==> src/rtl/mouse_link_ctrl.sv <==
// PS/2 mouse link sequencer: runs the FF/FA/AA/00/F4/FA power-up handshake with
// retry/timeout, then frames the streamed 3-byte packets for the decoder.
module mouse_link_ctrl #(
   parameter int TIMEOUT_CYCLES = 50_000_000,
   parameter int MAX_RETRY      = 3
) (
   input  logic       i_clk,
   input  logic       i_rst,
   input  logic       i_rxReady,
   input  logic [7:0] i_rxData,
   input  logic       i_txBusy,
   input  logic       i_txDone,
   output logic       o_txReq,
   output logic [7:0] o_txData,
   output logic       o_mouseReady,
   output logic [7:0] o_mouseData,
   output logic [1:0] o_byteIdx,
   output logic       o_initDone,
   output logic       o_initFail,
   output logic [1:0] o_retryCount
);

   localparam int TW = $clog2(TIMEOUT_CYCLES + 1);

   localparam logic [2:0] S_SEND_RST  = 3'd0;
   localparam logic [2:0] S_WAIT_ACK1 = 3'd1;
   localparam logic [2:0] S_WAIT_BAT  = 3'd2;
   localparam logic [2:0] S_WAIT_ID   = 3'd3;
   localparam logic [2:0] S_SEND_EN   = 3'd4;
   localparam logic [2:0] S_WAIT_ACK2 = 3'd5;
   localparam logic [2:0] S_STREAM    = 3'd6;
   localparam logic [2:0] S_FAIL      = 3'd7;

   logic [2:0]    r_state;
   logic          r_sent;
   logic [TW-1:0] r_timer;
   logic [1:0]    r_idx;
   logic [1:0]    r_retry;
   logic          r_txReq;
   logic [7:0]    r_txData;
   logic          r_mouseReady;
   logic [7:0]    r_mouseData;
   logic [1:0]    r_byteIdx;

   logic [2:0]    w_next;
   logic          w_enter;
   logic          w_accept;
   logic          w_txReq;
   logic          w_emit;
   logic          w_fail;
   logic [1:0]    w_idx_next;
   logic [1:0]    w_retry_next;
   logic          w_tmo;

   assign w_tmo = (r_timer == TW'(TIMEOUT_CYCLES - 1));

   always_comb begin
      w_next       = r_state;
      w_enter      = 1'b0;
      w_accept     = 1'b0;
      w_txReq      = 1'b0;
      w_emit       = 1'b0;
      w_fail       = 1'b0;
      w_idx_next   = r_idx;
      w_retry_next = r_retry;
      case (r_state)
         S_SEND_RST, S_SEND_EN: begin
            // rx bytes are not looked at until the command has gone out
            if (r_sent && i_txDone) begin
               w_next  = (r_state == S_SEND_RST) ? S_WAIT_ACK1 : S_WAIT_ACK2;
               w_enter = 1'b1;
            end else if (!r_sent && !i_txBusy) begin
               w_txReq = 1'b1;
            end else if (w_tmo) begin
               w_fail = 1'b1;
            end
         end
         S_WAIT_ACK1, S_WAIT_ACK2: begin
            if (i_rxReady) begin
               w_accept = 1'b1;
               if (i_rxData == 8'hFA) begin
                  w_next  = (r_state == S_WAIT_ACK1) ? S_WAIT_BAT : S_STREAM;
                  w_enter = 1'b1;
               end else if (i_rxData == 8'hFE) begin
                  w_next  = (r_state == S_WAIT_ACK1) ? S_SEND_RST : S_SEND_EN;
                  w_enter = 1'b1;
               end else begin
                  w_fail = 1'b1;
               end
            end else if (w_tmo) begin
               w_fail = 1'b1;
            end
         end
         S_WAIT_BAT, S_WAIT_ID: begin
            if (i_rxReady) begin
               w_accept = 1'b1;
               if (i_rxData == ((r_state == S_WAIT_BAT) ? 8'hAA : 8'h00)) begin
                  w_next  = (r_state == S_WAIT_BAT) ? S_WAIT_ID : S_SEND_EN;
                  w_enter = 1'b1;
               end else begin
                  w_fail = 1'b1;
               end
            end else if (w_tmo) begin
               w_fail = 1'b1;
            end
         end
         S_STREAM: begin
            // first byte of a packet always has bit3 set; anything else is a resync drop
            if (i_rxReady) begin
               if (r_idx != 2'd0 || i_rxData[3]) begin
                  w_accept   = 1'b1;
                  w_emit     = 1'b1;
                  w_idx_next = (r_idx == 2'd2) ? 2'd0 : r_idx + 2'd1;
               end
            end else if (w_tmo && r_idx != 2'd0) begin
               w_idx_next = 2'd0;
            end
         end
         default: ;
      endcase
      if (w_fail) begin
         w_retry_next = r_retry + 2'd1;
         w_next       = (w_retry_next == 2'(MAX_RETRY)) ? S_FAIL : S_SEND_RST;
         w_enter      = 1'b1;
      end
   end

   always_ff @(posedge i_clk) begin
      if (!i_rst) begin
         r_state      <= S_SEND_RST;
         r_sent       <= 1'b0;
         r_timer      <= '0;
         r_idx        <= 2'd0;
         r_retry      <= 2'd0;
         r_txReq      <= 1'b0;
         r_txData     <= 8'h00;
         r_mouseReady <= 1'b0;
         r_mouseData  <= 8'h00;
         r_byteIdx    <= 2'd0;
      end else begin
         r_state      <= w_next;
         r_retry      <= w_retry_next;
         r_idx        <= w_enter ? 2'd0 : w_idx_next;
         r_timer      <= (w_enter || w_accept) ? '0 : r_timer + TW'(1);
         r_txReq      <= w_txReq;
         r_mouseReady <= w_emit;
         if (w_enter)
            r_sent <= 1'b0;
         else if (w_txReq)
            r_sent <= 1'b1;
         if (w_txReq)
            r_txData <= (r_state == S_SEND_EN) ? 8'hF4 : 8'hFF;
         if (w_emit) begin
            r_mouseData <= i_rxData;
            r_byteIdx   <= r_idx;
         end
      end
   end

   assign o_txReq      = r_txReq;
   assign o_txData     = r_txData;
   assign o_mouseReady = r_mouseReady;
   assign o_mouseData  = r_mouseData;
   assign o_byteIdx    = r_byteIdx;
   assign o_initDone   = (r_state == S_STREAM);
   assign o_initFail   = (r_state == S_FAIL);
   assign o_retryCount = r_retry;

endmodule

==> config.mk <==
export PLATFORM = sky130hd
export DESIGN_NAME = mouse_link_ctrl
export DESIGN_NICKNAME = d
export VERILOG_FILES = /design/src/rtl/mouse_link_ctrl.sv
export SDC_FILE = /design/constraint.sdc
export NUM_CORES = 1
export LEC_CHECK = 0
export CAP_MARGIN = 10
export CORE_MARGIN = 2
export CORE_UTILIZATION = 30
export CTS_CLUSTER_SIZE = 25
export DETAILED_ROUTE_END_ITERATION = 16
export PLACE_DENSITY = 0.54
export SYNTH_ARGS = -nofsm -noshare
export SYNTH_HDL_FRONTEND = slang
export SYNTH_SLANG_ARGS = --single-unit
export TNS_END_PERCENT = 100
==> constraint.sdc <==
create_clock -name i_clk -period 2.31 [get_ports i_clk]
set_clock_uncertainty 0.2 [all_clocks]
set_input_delay 0.462 -clock i_clk [delete_from_list [all_inputs] [get_ports i_clk]]
set_output_delay 0.462 -clock i_clk [all_outputs]
set_load 0.005 [all_outputs]
==> results list, run 1 <==
* Fraction of synthesized area in multiplexers: roughly 1.4%
- The via count of the first global-routing pass came to approximately 1900.
* Final worst path period need: about 2.3 ns
- The first global-routing pass estimated around 9100 microns of wire.
* Non-filler instance count after layout: about 420
- In the synthesized netlist the async set-or-reset flop fraction comes to 0%.
- In this run, synthesis inferred 0 flip-flops with an integrated enable.
- In the routed design, unresolved DRC markers number 0.
- The total area inside the core boundary comes to between 0.007 and 0.008 sq mm.
- After Yosys synthesis, full adders, half adders and majority gates account for under 10% of the synthesized area.
* I/O Pins: 37
- FMAX: about 0.44 GHz
- For this block, the routed nets add up to roughly 5400 microns of wire.
- Peak fanout along the critical path: 7
- Placement Rows: 31
- The detail route stage leaves a number of antenna-violating nets equal to 0.
* Leakage Power: approximately 0.0012 uW
* Violation count after the first detailed-routing iteration: between 60 and 70
- Summed over all instances, the cell type with the most area after synthesis is dfxtp_1.
* Chip Height: approximately 92 microns
* Synthesized-area fraction occupied by and/or/nand/nor cells: a little under a third
* TritonCTS clock tree: yes
* Cell count after placement: 400
- Ranked by total cell area, the synthesized netlist is headed by dfxtp_1, xor2_1, nor3_1.
- After the last flow step, the layout net total stands at between 300 and 400.
* Final-report setup violation count: 0
* Number of pins exceeding their max-slew limit in the final report: 0
- WP data required: 2.34 ns
* Most frequently used cell type in the post-synthesis netlist: dfxtp_1
* CTS buffer count: 5
- Share of the synthesized area in the top cell type: around two fifths
- At the worst endpoint, the arrival time is 2.29 ns.
- In this run, synthesis produced a sequential element count of 48.
- For the pin with the worst max-slew slack, the measured transition is between 0.3 and 0.4 ns.
- Worst-path cell chain: clkdlybuf4s15_1 -> or4_4 -> mux2i_4 -> o211a_4 -> nand4_4 -> buf_6 -> buf_16 -> nor3_1
- From left edge to right edge, the die measures just over 90 microns.
- Crit share post-route: between 90% and 100%
- For this design the ratio of total power to cell area is roughly 750 mW/mm^2.
- 0 antenna diodes ended up in the layout.
- Total number of yosys warnings: 0
- Detailed Routing Iterations Pass 1: 4
- Clock sink total: 48
- Insertion delay to the later sink of the worst-skew pair: ~0.31 ns
* Startpoint kind of the worst setup timing path: primary input
- The synthesized netlist devotes around 11% of its cell area to compound gates.
* Filler Cell Count: between 700 and 800
- Post-placement cell area: 0.00289 sq mm
- Primary flip-flop cell chosen by synthesis mapping: dfxtp_1
- Post-synthesis instance area: around 0.0023 sq mm
- Number of antenna violations at the first check in global routing: 0
- Share of the synthesized netlist area taken by xor and xnor gates: 9.10%
* Avg Cell Area, Syn: between 8 and 9 sq um
- Synth-to-Final Area Change: 40.7%
* Number of library cell types mapped by synthesis: 52
- Maximum cell stage delay along the critical path: between 0.5 and 0.6 ns
- Max Cap Viol: 0
* Kind of capture point of the worst setup path: register
- The clock tree synthesis step divided the H-tree into 2 levels.
- Sum of overflow across all layers after global routing: 0
* Cell with the biggest individual delay on the critical path: or4_4
- VDD sags by at most roughly 0.31 mV.
- By area, the combinational part of the netlist is dominated by simple AND/OR/NAND/NOR gates.
* # port buffers: 36
* Outcome: finished clean
- The finished cells cover around 0.0032 sq mm.
- The cell count after synthesis came out at around 260.
* Library cell used as clock root buffer: clkbuf_8
- Syn_nets: around 270
- Once the floorplan was initialized, standard cells occupied 31.3% of the core.
- Final Wtd Congestion: ~0.74
- Routed vias: between 2000 and 2500
* Post-synth top cells: dfxtp_1, nand2_1, nor3_1
* Final number of hold-violating endpoints: 0
* Clock slew seen by the registers of the worst setup and hold paths: about 0.080 ns
- CTS max path bufs: 2
* Vias/cell: 4.90
- Worst min-delay path class: register to register
- By startpoint and endpoint, the worst setup path is classified as primary input to register.
- Die footprint: between 0.008 and 0.009 sq mm
* Overall fraction of global-route tracks in use: 13.1%
* Post-DR wirelength/cell: between 10 and 15 microns
- Entering global routing, the biggest net connects 27 pins.
- Relative slew slack: about three quarters
* Fraction of final layout cells sized beyond drive strength 1: 22.8%
- Post-layout power: around 2500 uW
- Register area share after synthesis: between 40% and 50%
- Final HPWL DP: around 3500 microns
==> cell families after synthesis <==
kind of cell,Yosys count
flops,48
compound gates,36
fa+ha+maj,2
mux,2
simple gates,122
xor+xnor,24
buf+inv,24
==> flip-flops by register name, summed over array words and instances (netlist names) <==
| name | flops |
|---|---|
| r_timer | 26 |
| o_mouseData | 8 |
| r_state | 3 |
| o_byteIdx | 2 |
| o_retryCount | 2 |
| o_txData | 2 |
| r_idx | 2 |
| o_mouseReady | 1 |
| o_txReq | 1 |
| r_sent | 1 |
==> power by group <==
part	internal [uW]	leakage, uW	switching (uW)
combinational	485	0.000748	365
clock	322	0.0000552	288
sequential	902	0.000390	88.7
total	1710	0.00119	742
==> path summary, 6_finish.rpt <==
path                                              from                endpoint  slack (ns)  depth (start not counted)
worst max register to register  r_timer[11]$_SDFF_PP0_  r_timer[22]$_SDFF_PP0_        0.12                          7
worst min-delay path             r_timer[0]$_SDFF_PP0_   r_timer[0]$_SDFF_PP0_        0.23                          1
worst min register to register   r_timer[0]$_SDFF_PP0_   r_timer[0]$_SDFF_PP0_        0.23                          1
worst max-delay path                       i_rxData[7]  r_timer[17]$_SDFF_PP0_        0.06                          8
==> critical path: cells and delay by family <==
kind / cells / cell delay [ns]
mux: 1 / 0.20
buf+inv: 3 / 0.53
compound gates: 1 / 0.20
simple gates: 3 / 0.90
==> through the flow <==
step	setup TNS, ns	hold slack, ns	setup WS, ns	util (%)
finish	0	0.232	0.0564	44.1
global route	-0.0601	0.252	-0.0166	44.1
CTS	0	0.260	0.00303	42.8
detailed placement	-9.93	0.247	-0.335	39.2
global placement	-9.54	0.243	-0.305	39.2
floorplan	0	0.240	0.142	-
==> what timing repair did <==
action	in CTS	in global routing
buffers inserted	5	3
gates resized for setup	16	19
pin swaps	3	6
endpoints found under the hold margin	0	0
cloned	3	0
setup endpoints to repair	15	34
hold buffers	0	0
==> layer usage <==
metal / global-route usage, % / vias to the layer above / part of all wire [%]
met5: 0 / - / 0
met3: 3.04 / 8 / 4.6
li1: - / 1041 / -
met4: 3.73 / 0 / 1.2
met1: 17.7 / 967 / 48
met2: 21.0 / 38 / 46
==> final cells by class <==
class / instances / area [sq um] / share of cell area, %
Timing Repair Buffer: 70 / 721 / 22.2
Clock inverter: 2 / 35.0 / 1.08
Tap cell: 99 / 124 / 3.81
Clock buffer: 6 / 72.6 / 2.23
Multi-Input combinational cell: 186 / 1300 / 40.0
Sequential cell: 48 / 966 / 29.7
Inverter: 8 / 30.0 / 0.924
==> placed cells by master (no fill, tap or decap), types with 4 or more instances in the layout <==
| cell | Yosys | routed |
|---|---|---|
| dfxtp_1 | 48 | 44 |
| nand2_1 | 30 | 30 |
| clkdlybuf4s50_1 | 0 | 28 |
| buf_4 | 6 | 26 |
| nor3_1 | 26 | 21 |
| a21oi_1 | 17 | 16 |
| xor2_1 | 15 | 15 |
| nor2_1 | 14 | 14 |
| nor3_2 | 7 | 10 |
| nand4_1 | 9 | 9 |
| xnor2_1 | 9 | 9 |
| inv_1 | 7 | 7 |
| nand3_1 | 7 | 7 |
| and3_1 | 6 | 6 |
| clkbuf_8 | 0 | 5 |
| nand3b_1 | 4 | 4 |
| dlygate4sd2_1 | 0 | 4 |
| dfxtp_2 | 0 | 4 |
(Power assumes the default switching activity.)
==> run 2: changes to the inputs <==
--- a/config.mk
+++ b/config.mk
@@ -7,2 +7,3 @@
 export LEC_CHECK = 0
+export ABC_AREA = 1
 export CAP_MARGIN = 10
@@ -12,3 +13,3 @@
 export DETAILED_ROUTE_END_ITERATION = 16
-export PLACE_DENSITY = 0.54
+export PLACE_DENSITY = 0.53
 export SYNTH_ARGS = -nofsm -noshare
==> constraint.sdc (replaced) <==
create_clock -name i_clk -period 2.31 [get_ports i_clk]
set_clock_uncertainty 0.2 [all_clocks]
set_input_delay 0.231 -clock i_clk [delete_from_list [all_inputs] [get_ports i_clk]]
set_output_delay 0.231 -clock i_clk [all_outputs]
set_load 0.005 [all_outputs]
==> run 2 against run 1 <==
Sequential share of layout area decreased by 0.60 points. Global-route usage decreased by 1.4 points. Area after synthesis increased by 13%. Setup slack improved by 0.16 ns. Via count increased by 5.5%. Critical endpoint unchanged. Fmax increased by 7.7%. Cell count increased by 21%. Combinational power increased by 4.5%. Clock power about the same. Final area increased by 1.8%. Non-clock buffer count decreased by 20. Sequential power decreased by 1%. Largest cell class unchanged.
==> results list, run 2 <==
- The library cells used most frequently in the layout, excluding fill and tap cells, are nor2_1, nand2_1, dfxtp_1.
* Violation count after the first detailed-routing iteration: 33 (-49%)
- The total of max-cap violations is 0 (unchanged).
- After synthesis, the most frequently instantiated cells are nor2_1, nand2_1, dfxtp_1.
- Cell type contributing the most total cell area after synthesis: dfxtp_1
- The number of instances in the synthesized netlist came to 350 (+36%).
- Startpoint kind of the worst setup timing path: register
* Library cell used as clock root buffer: clkbuf_8
- Effective utilization at floorplan: 30.4% (-0.90 points)
* Post-synthesis sequential element count: 48 (unchanged)
* FMAX: 0.478 GHz (+7.7%)
* Vias/cell: 4.29 (-12%)
- # port buffers: 36 (unchanged)
- The synthesized netlist net count is 365 (+34%).
* Maximum number of pins on one net before global-route repair: 16 (-41%)
- The share of the clock period used by the worst path is 90.6% (-7.0 points).
- Number of library cell types mapped by synthesis: 28 (-46%)
* Post-synthesis instance area: 0.00262 sq mm (+13%)
- Number of nets at the end of the flow: 411 (+23%)
* Cell count after placement: 497 (+24%)
- The number of enable flip-flop cells after synthesis was 0 (unchanged).
* Post-DR wirelength/cell: 10.4 microns (-20%)
* Worst-path cell chain: ha_2 -> nand2_1 -> nor2_1 -> nand2_1 -> buf_4 -> nor2_4 -> nand3_4 -> nand2_2 -> nand2_4 -> nand3_4 -> nor2_4 -> nand2_4 -> buf_12 -> nor2_1
* Final number of hold-violating endpoints: 0 (unchanged)
- Maximum cell stage delay along the critical path: 0.34 ns (-0.23 ns)
- I/O Pins: 37 (unchanged)
- The critical path is of the register to register type.
* Number of antenna cells inserted: 0 (unchanged)
- Synth-to-Final Area Change: 26.4%
- Number of global-route vias before repair: 2161 (+14%)
- The vertical extent of the die came to 97.4 microns (+6.1%).
- The largest voltage drop on the vdd net was 0.365 mV (+19%).
- WP data required: 2.31 ns (-0.03 ns)
- Maximum level of the CTS H-tree: 2 (unchanged)
* Fraction of final layout cells sized beyond drive strength 1: 18.1% (-4.7 points)
- Leakage Power: 0.00116 uW (-2.5%)
- Worst min-delay path class: register to register
- The vias after detailed routing is 2167 (+5.5%).
* Kind of capture point of the worst setup path: register
- The library cell used most frequently in the layout, excluding fill and tap cells, is nor2_1.
- The final weighted congestion in routability-driven placement is 0.826 (+12%).
- Ranked by flip-flop count, first place goes to r_timer.
- The share of Yosys cell area claimed by the top area cell type is 36.7% (-4.9 points).
- Share of async-settable or async-resettable flops after synthesis: 0% (unchanged)
* Sum of routed wire length over all layers: 5240 microns (-3.2%)
* Total number of yosys warnings: 0 (unchanged)
- Outcome: finished clean
* Avg Cell Area, Syn: 7.48 sq um (-17%)
- The number of iterations in the first detailed-routing pass is 4 (unchanged).
- The clock sink count came to 48 (unchanged).
- Number of pins exceeding their max-slew limit in the final report: 0 (unchanged)
- The power density normalized to cell area was 748 mW/mm^2 (-0.85%).
- The number of antenna-violating nets in the routed design came to 0 (unchanged).
- Family of cells with the greatest summed delay on the critical path: simple AND/OR/NAND/NOR gates
- The setup fix buffers added after clock tree synthesis came to 0 (-5).
- Overall fraction of global-route tracks in use: 11.7% (-1.4 points)
* Post-layout power: 2470 uW (+0.94%)
- The number of filler instances in the final layout was 916 (+24%).
- Primary flip-flop cell chosen by synthesis mapping: dfxtp_1
- The core outline area is 0.00859 sq mm (+17%).
- Clock slew seen by the registers of the worst setup and hold paths: 0.09 ns (about the same)
* Peak fanout along the critical path: 11 (+4)
- Most frequently used cell type in the post-synthesis netlist: nor2_1
- CTS buffer count: 5 (unchanged)
- Setup repair after global routing missed its margin: yes
* Insertion delay to the later sink of the worst-skew pair: 0.29 ns (-0.02 ns)
* Die footprint: 0.00948 sq mm (+13%)
- The hold-fix buffer count after cts is 0 (unchanged).
- The sum of net half-perimeters after detailed placement is 4240 microns (+21%).
- The number of antenna violations at the first check in global routing was 0 (unchanged).
- The total overflow reported by the global router is 0 (unchanged).
- Final worst path period need: 2.09 ns (-0.161 ns)
- After synthesis, the cell types taking the most area are dfxtp_1, nor2_4, nor2_1.
- The count of buffering cells on the critical path with inverters included came to 2 (-1).
- Non-filler instance count after layout: 505 (+21%)
- Remaining DRCs: 0 (unchanged)
- Final-report setup violation count: 0 (unchanged)
- CTS max path bufs: 2 (unchanged)
- Register area share after synthesis: 36.7% (-4.9 points)
- Cell with the biggest individual delay on the critical path: dfxtp_2
- Die span in x: 97.4 microns (+6.1%)
- Arrival @ worst endpoint: 2.09 ns (-0.20 ns)
- The actual transition at the worst max-transition pin is 0.327 ns (-0.0248 ns).
- The number of flip-flops under the largest register name was 26 (unchanged).
- Placement Rows: 34 (+9.7%)
- The remaining max-slew budget at the tightest pin came to 78.1% (+1.7 points).
- The wire length of the first global-routing pass is 9500 microns (+4.8%).
- TritonCTS built the clock tree.
-- run 2: changes by cell type in the layout (fill, tap and decap cells not counted), sizes merged, moves of 7 or more --
cell           delta
nor2             +75
inv              +41
nand2            +36
nor3             -24
buf              -20
clkdlybuf4s50     +8
nand3             +8
o21ai             +7
-- run 2: kinds of logic (layout without fill, tap and decap cells) --
group	after synthesis	count (layout)	share of synthesized area, %
DFF	48	48	36.7
buffers and inverters	61	108	11.0
adders and majority gates	2	2	0.956
xor gates and xnor gates	24	24	8.03
AOI/OAI and AO/OA	25	25	5.21
and+or+nand+nor	190	190	38.1
-- run 2: worst paths after layout --
kind,start,end,slack (ns),cells past startpoint
hold reg to reg,o_byteIdx[0]$_SDFFE_PN0P_,o_byteIdx[0]$_SDFFE_PN0P_,0.27,2
hold / removal,o_byteIdx[0]$_SDFFE_PN0P_,o_byteIdx[0]$_SDFFE_PN0P_,0.27,2
setup / recovery,r_timer[0]$_SDFF_PP0_,r_timer[17]$_SDFF_PP0_,0.22,14
setup reg to reg,r_timer[0]$_SDFF_PP0_,r_timer[17]$_SDFF_PP0_,0.22,14
-- run 2: cell type report --
type | count | area [sq um] | share of cell area [%]
Clock inverter | 3 | 42.5 | 1.29
Clock buffer | 5 | 68.8 | 2.08
Inverter | 50 | 188 | 5.67
Sequential cell | 48 | 963 | 29.1
Timing Repair Buffer | 50 | 503 | 15.2
Tap cell | 108 | 135 | 4.08
Multi-Input combinational cell | 241 | 1410 | 42.5
-- run 2: worst reg2reg max path, cell delays in order (launching register included) --
cell and delay (ns):
dfxtp_2 0.34, ha_2 0.18, nand2_1 0.08, nor2_1 0.09
nand2_1 0.07, buf_4 0.16, nor2_4 0.12, nand3_4 0.10
nand2_2 0.11, nand2_4 0.08, nand3_4 0.10, nor2_4 0.04
nand2_4 0.11, buf_12 0.19, nor2_1 0.05
-- run 2: per-layer routing --
layer / part of all wire [%] / vias to the layer above / track usage [%]
met5: 0 / - / 0
met4: 0 / 0 / 2.24
met3: 3.1 / 0 / 2.66
met2: 50 / 32 / 20.6
met1: 47 / 970 / 14.7
li1: - / 1165 / -
-- run 2: per-stage QoR --
stage / setup WS (ns) / setup TNS, ns / util [%] / hold slack (ns) / area [sq um]
floorplan: 0.299 / 0 / - / 0.169 / 2620
global placement: 0.00307 / 0 / 36.7 / 0.258 / 3150
detailed placement: 0.0450 / 0 / 36.7 / 0.262 / 3150
CTS: 0.0235 / 0 / 38.0 / 0.277 / 3270
global route: -0.0122 / -0.0122 / 38.5 / 0.289 / 3310
finish: 0.218 / 0 / 38.5 / 0.269 / 3310
-- run 2: report_power, final --
group | total [uW] | switching, uW | internal (uW)
logic | 888 | 472 | 416
clock network | 606 | 285 | 321
registers | 980 | 71.2 | 909
total | 2470 | 828 | 1650
-- run 2: timing repair --
action / CTS / global route
setup endpoints to repair: 0 / 34
gates resized for setup: 0 / 12
hold endpoints to repair: 0 / 0
